### config.mk
export PLATFORM = sky130hd
export DESIGN_NAME = cnu
export DESIGN_NICKNAME = d
export VERILOG_FILES = /design/src/rtl/cnu.sv
export SDC_FILE = /design/constraint.sdc
export NUM_CORES = 1
export LEC_CHECK = 0
export CORE_MARGIN = 2
export CORE_UTILIZATION = 55
export DETAILED_ROUTE_END_ITERATION = 10
export GPL_TIMING_DRIVEN = 0
export PLACE_DENSITY = 0.75
export SLEW_MARGIN = 10
export SYNTH_ARGS = -nofsm -noshare
export SYNTH_HDL_FRONTEND = slang
export SYNTH_SLANG_ARGS = --single-unit
### constraint.sdc
create_clock -name clk -period 5.82 [get_ports clk]
set_input_delay 1.164 -clock clk [delete_from_list [all_inputs] [get_ports clk]]
set_output_delay 1.164 -clock clk [all_outputs]
set_load 0.005 [all_outputs]
### src/rtl/cnu.sv
// cnu - serial min-sum check node unit.
//
// Collects DC variable-to-check messages (one per handshake), tracking the
// two smallest magnitudes, the position of the smallest, every sign bit and
// the overall sign product. It then emits DC check-to-variable messages in
// the same edge order. Collect and emit never overlap.
//
// Optional feature: define CNU_OFFSET_EN for offset min-sum. The emitted
// magnitude then becomes max(m - OFFSET, 0). Without it, m is emitted as-is.
//
// Ports:
//   clk      - clock
//   rst      - asynchronous active-low reset
//   q_data   - incoming VNU message (two's complement, DATA_W bits)
//   q_valid  - q_data valid
//   q_ready  - block accepts q_data (high only while collecting)
//   r_data   - outgoing check message (registered)
//   r_valid  - r_data valid (registered)
//   r_ready  - downstream accepts r_data
//   r_last   - r_data is edge DC-1 of the block (registered)
module cnu #(
    parameter int DATA_W = 8,
    parameter int DC     = 6,
    parameter int IDX_W  = 3,
    parameter int OFFSET = 1
) (
    input  logic              clk,
    input  logic              rst,
    input  logic [DATA_W-1:0] q_data,
    input  logic              q_valid,
    output logic              q_ready,
    output logic [DATA_W-1:0] r_data,
    output logic              r_valid,
    input  logic              r_ready,
    output logic              r_last
);
    typedef enum logic [1:0] {IDLE, COLLECT, EMIT} state_t;

`ifdef CNU_OFFSET_EN
    localparam int OFF_EN = 1;
`else
    localparam int OFF_EN = 0;
`endif

    localparam logic [DATA_W-2:0] MAX_MAG  = '1;
    localparam logic [DATA_W-1:0] MOST_NEG = {1'b1, {(DATA_W-1){1'b0}}};
    localparam logic [DATA_W-2:0] OFF_M    = (DATA_W-1)'(OFFSET * OFF_EN);
    localparam logic [IDX_W-1:0]  LAST_IDX = IDX_W'(DC - 1);

    state_t            state, state_nxt;
    logic [IDX_W-1:0]  cnt;
    logic [DC-1:0]     s;
    logic              p;
    logic [IDX_W-1:0]  idx;
    logic [DATA_W-2:0] min1, min2;

    logic              q_hs;
    logic [DATA_W-1:0] q_neg;
    logic [DATA_W-2:0] mag;
    logic [DC-1:0]     n_s;
    logic              n_p;
    logic [IDX_W-1:0]  n_idx;
    logic [DATA_W-2:0] n_min1, n_min2;
    logic [IDX_W-1:0]  out_j;
    logic              sel_s;
    logic [DATA_W-2:0] m, m_off;
    logic [DATA_W-1:0] out_msg;

    // FSM next state and q_ready
    always_comb begin
        state_nxt = state;
        q_ready   = 1'b0;
        case (state)
            IDLE:    state_nxt = COLLECT;
            COLLECT: begin
                q_ready = 1'b1;
                if (q_valid && cnt == LAST_IDX) state_nxt = EMIT;
            end
            EMIT:    if (r_ready && r_last) state_nxt = COLLECT;
            default: state_nxt = IDLE;
        endcase
    end

    assign q_hs = q_valid && q_ready;

    // Saturating magnitude: the most negative value maps to the largest
    // positive one so the later negation can never overflow.
    always_comb begin
        q_neg = -q_data;
        if (q_data == MOST_NEG)     mag = MAX_MAG;
        else if (q_data[DATA_W-1])  mag = q_neg[DATA_W-2:0];
        else                        mag = q_data[DATA_W-2:0];
    end

    // Post-update view of the block statistics. On the final collect
    // handshake this lets edge 0 be formed in the same cycle, so r_valid
    // rises right after the last q handshake.
    always_comb begin
        n_s    = s;
        n_p    = p;
        n_idx  = idx;
        n_min1 = min1;
        n_min2 = min2;
        if (q_hs) begin
            for (int k = 0; k < DC; k++)
                if (cnt == IDX_W'(k)) n_s[k] = q_data[DATA_W-1];
            n_p = p ^ q_data[DATA_W-1];
            // strict compare: a tie with min1 lands in min2
            if (mag < min1) begin
                n_min2 = min1;
                n_min1 = mag;
                n_idx  = cnt;
            end else if (mag < min2) begin
                n_min2 = mag;
            end
        end
    end

    // Message for the edge presented next: edge 0 when leaving COLLECT,
    // otherwise the edge after the current one.
    always_comb begin
        out_j = (state == EMIT) ? cnt + IDX_W'(1) : '0;
        sel_s = 1'b0;
        for (int k = 0; k < DC; k++)
            if (out_j == IDX_W'(k)) sel_s = n_s[k];
        m       = (out_j == n_idx) ? n_min2 : n_min1;
        m_off   = (m > OFF_M) ? m - OFF_M : '0;
        out_msg = (n_p ^ sel_s) ? -{1'b0, m_off} : {1'b0, m_off};
    end

    always_ff @(posedge clk or negedge rst) begin
        if (!rst) begin
            state   <= IDLE;
            cnt     <= '0;
            s       <= '0;
            p       <= 1'b0;
            idx     <= '0;
            min1    <= MAX_MAG;
            min2    <= MAX_MAG;
            r_data  <= '0;
            r_valid <= 1'b0;
            r_last  <= 1'b0;
        end else begin
            state <= state_nxt;
            if (state == COLLECT && q_hs) begin
                s    <= n_s;
                p    <= n_p;
                idx  <= n_idx;
                min1 <= n_min1;
                min2 <= n_min2;
                if (cnt == LAST_IDX) begin
                    cnt     <= '0;
                    r_valid <= 1'b1;
                    r_data  <= out_msg;
                    r_last  <= 1'b0;
                end else begin
                    cnt <= cnt + IDX_W'(1);
                end
            end
            if (state == EMIT && r_valid && r_ready) begin
                if (r_last) begin
                    cnt     <= '0;
                    r_valid <= 1'b0;
                    r_last  <= 1'b0;
                    r_data  <= '0;
                    min1    <= MAX_MAG;
                    min2    <= MAX_MAG;
                    p       <= 1'b0;
                    idx     <= '0;
                end else begin
                    cnt    <= cnt + IDX_W'(1);
                    r_data <= out_msg;
                    r_last <= (cnt + IDX_W'(1) == LAST_IDX);
                end
            end
        end
    end
endmodule

==> metrics <==
Skew-Pair Late Insertion Delay=approximately 0.3 ns; most common cell after layout, fill and taps aside=nand2_1; minimum clock period=about 5.6 ns; Synth Area in Simple Gates=roughly 21%; CP Launch Type=primary input; hold crit path type=flip-flop to flip-flop; Post-Place Worst Slack=-0.7504 ns; CP delay by family, top=compound AO/OA/AOI/OAI gates; Max stage delay on crit path=around 0.47 ns; Layout area overhead=18.83%; critical-path cell list=clkdlybuf4s50_1, inv_1, ha_1, inv_1, or3_2, o311ai_1, o21a_2, ha_1, a21oi_2, o21ai_2, or2_1, nor2_4, buf_4, o21ai_1, a211oi_2, o22a_1, ha_2, nand3_1, o21ai_1, a41oi_2, o21ai_1, xor2_1, o21ai_1; antenna violations before repair=0; CP startpoint=q_data[0]; most frequent cells in the layout=nand2_1 (53), inv_1 (29), dfrtp_1 (25), clkdlybuf4s50_1 (21); die area=around 6100 um2; clk root buf=clkbuf_8; Slew Limit Fails=0; ANT nets after route=0; synthesized cell area=3024 um2; power share of the sequential group=between 20% and 30%; number of global-route vias before repair=2,725; setup violators final=0; Post-synth ARST share=between 90% and 100%; clock slew at reported path FFs=~0.08 ns; WP data required=around 6 ns; routability cong.=around 0.90; core outline area=roughly 5200 um2; ys flop type=dfrtp_1; Reg area=around 1000 um2; I/O Buffers=22; Post-synth EDFFs=0; post-DR vias/cell=about 6.2; switching power=roughly 0.001 W; Area contributors post-synth=dfrtp_1 (21%), dfstp_2 (12%), ha_1 (8.3%); Yosys warnings=0; clock share of power=between 10% and 20%; Int Pwr=around 0.0012 W; Fmax=0.1793 GHz; multi-input logic area=approximately 1900 um2; Leak=between 1.5 and 2 nW; Final nets=between 400 and 500; design area=roughly 3600 um2; n_diodes=0; critical path endpoint category=flip-flop; Cell variety after synth=between 70 and 80; pin count of the biggest net entering global routing=22; DRC Markers=0; #FFs+latches synth=39; Crit path depth=23; cell mode on critical path=o21ai_1; layout cell share with drive strength beyond 1=about 17%; Hold WS=about 0.49 ns; Max-Cap Viols=0; H-Tree Depth=2; Core Rows=26; FILL cells=424; Tightest Pin Transition=0.8167 ns; Synth Area in XOR/XNOR=around 3.1%; num ports=23; Max-slew headroom=45.55%; Post-DP HPWL=~6000 um; number of CTS-inserted buffers=5; routed wire length=between 8000 and 9000 um; worst path arrival time=5.74 ns; post-synth net total=387; drt first pass iters=5; vias post-DR=~2,900; post-DR wirelength/cell=around 18 um; WS Path Type=primary input to flip-flop; Die Span X=between 70 and 80 um; chip height=just under 80 um; final-report hold violation count=0; largest family of logic cells by synthesized area=compound AO/OA/AOI/OAI gates; Syn Inst Count=~360; clk sinks=39; mux cell area share after synthesis=between 2 and 2.5%; Max FO, Critical Path=10; synthesized area per cell=8.519 um2; Max clock buf depth=2; R2R cell count=18; All-Layer GR Usage=between 20% and 30%; power density cells=slightly above 600 nW/um2; sequential area share after synthesis=32.85%; dpl cells=448; Synth Area in Compound Gates=26.27%; Bufs and invs on worst path=4; Post-Synth Adder-Cell Area=just over 8%; flop2flop setup slack=roughly 1.8 ns; top-area cell type share of the netlist area=between 20% and 30%; initial core utilization=58.10%; Setup Skew=slightly below 0.006 ns; RR Startpoint=cnt[0]; Sw Share=~46%; maximum vdd drop=approximately 0.35 mV; final worst slack=0.2436 ns; status=finished clean; Hold Crit Depth=2; 1st-iter DRT viols=about 280; gr ovfl total=0; TritonCTS clock tree=built; Tcrit/Tclk final=95.82%; Hold Startpoint=r_data[4]; Synth area leader=dfrtp_1; final design utilization=a little under 70%; combinational share of power=a little under two thirds; Post-DP Area=between 3000 and 4000 um2; first-pass GRT wire length=about 13,000 um; Layout Cells excl Fill=462; CP max-delay cell=clkdlybuf4s50_1
-- worst register-to-register path: stages (launching register included) --
cell and delay [ns]:
dfrtp_1 0.41, clkbuf_1 0.36, inv_1 0.16, ha_1 0.30, clkbuf_1 0.30, xnor2_1 0.15
and3_1 0.20, o31ai_1 0.24, o22ai_1 0.16, o21ai_2 0.18, buf_4 0.24, o22a_1 0.21
ha_2 0.23, nand3_1 0.08, o21ai_1 0.18, a41oi_2 0.05, o21ai_1 0.16, xor2_1 0.17
o21ai_1 0.07
-- path summary, 6_finish.rpt --
path | end
worst max-delay path | r_data[5]
worst min-delay path | r_data[4]
worst max register to register | r_data[5]
worst min register to register | r_data[4]
max in group asynchronous | min1[0]
min in group asynchronous | state[1]
-- what timing repair did --
item                       in CTS  in global routing
hold buffers                    0                  0
buffers inserted                0                  7
setup endpoints to repair       8                  4
pin swaps                       0                  6
resized for setup               7                 10
-- per-stage QoR --
stage	power, W	TNS (ns)
after global routing	0.002342	-0.01804
after floorplan	0.001458	0
final	0.002184	0
after global placement	0.001757	-3.665
after detailed placement	0.001790	-4.007
after CTS	0.002087	0
-- power by group through the flow --
stage	sequential, W	clock (W)	combinational [W]
global placement	0.000506	0	0.00125
global route	0.000523	0.000289	0.00153
CTS	0.000506	0.000275	0.00131
finish	0.000511	0.000276	0.00140
floorplan	0.000487	0	0.000971
detailed placement	0.000510	0	0.00128
-- flip-flops by register name, summed over array words and instances (netlist names) --
signal and cells:
state 2, cnt 3, s 6, r_last 1
r_data 8, r_valid 1, idx 3, min2 7
min1 7, p 1
-- Yosys cell counts, types with 3 or more instances --
cell      number
dfrtp_1       25
nand4_1        6
clkbuf_1       9
a31oi_1        4
a21oi_1       16
o211ai_1       3
nand2_1       53
xnor2_1        3
o21ai_0       21
nor2_1        19
nand3_1        7
o31ai_1        4
a211oi_1       3
dfstp_2       14
buf_2          5
mux2i_1        3
inv_1         29
nor2b_1        7
o21a_1         4
ha_1          20
and3_1         7
xor2_1         6
o21ai_1       14
nor3_1         4
a21o_1         3
-- layer usage --
| layer | vias up | wire length, um | global-route usage (%) |
|---|---|---|---|
| met5 | - | 0 | 0 |
| met4 | 0 | 125 | 8.772 |
| met3 | 12 | 499 | 4.943 |
| met2 | 124 | 3782 | 42.76 |
| met1 | 1380 | 3738 | 37.57 |
| li1 | 1355 | - | - |
-- cell type report --
cell class	instances	share of cell area [%]
plain buffers	14	1.845
clock inverters	3	1.880
inverters	29	3.029
repair buffers	30	8.217
well taps	70	2.437
multi-input cells	272	53.03
flip-flops and latches	39	27.65
clock buffers	5	1.915
-- cells by family (layout without fill, tap and decap cells) --
logic type / count (synthesis) / in the layout
buf+inv: 44 / 81
fa+ha+maj: 20 / 20
simple gates: 128 / 128
mux: 6 / 6
compound gates: 108 / 108
xor+xnor: 10 / 10
flops: 39 / 39
No activity file was read; power rests on OpenSTA's default activity.
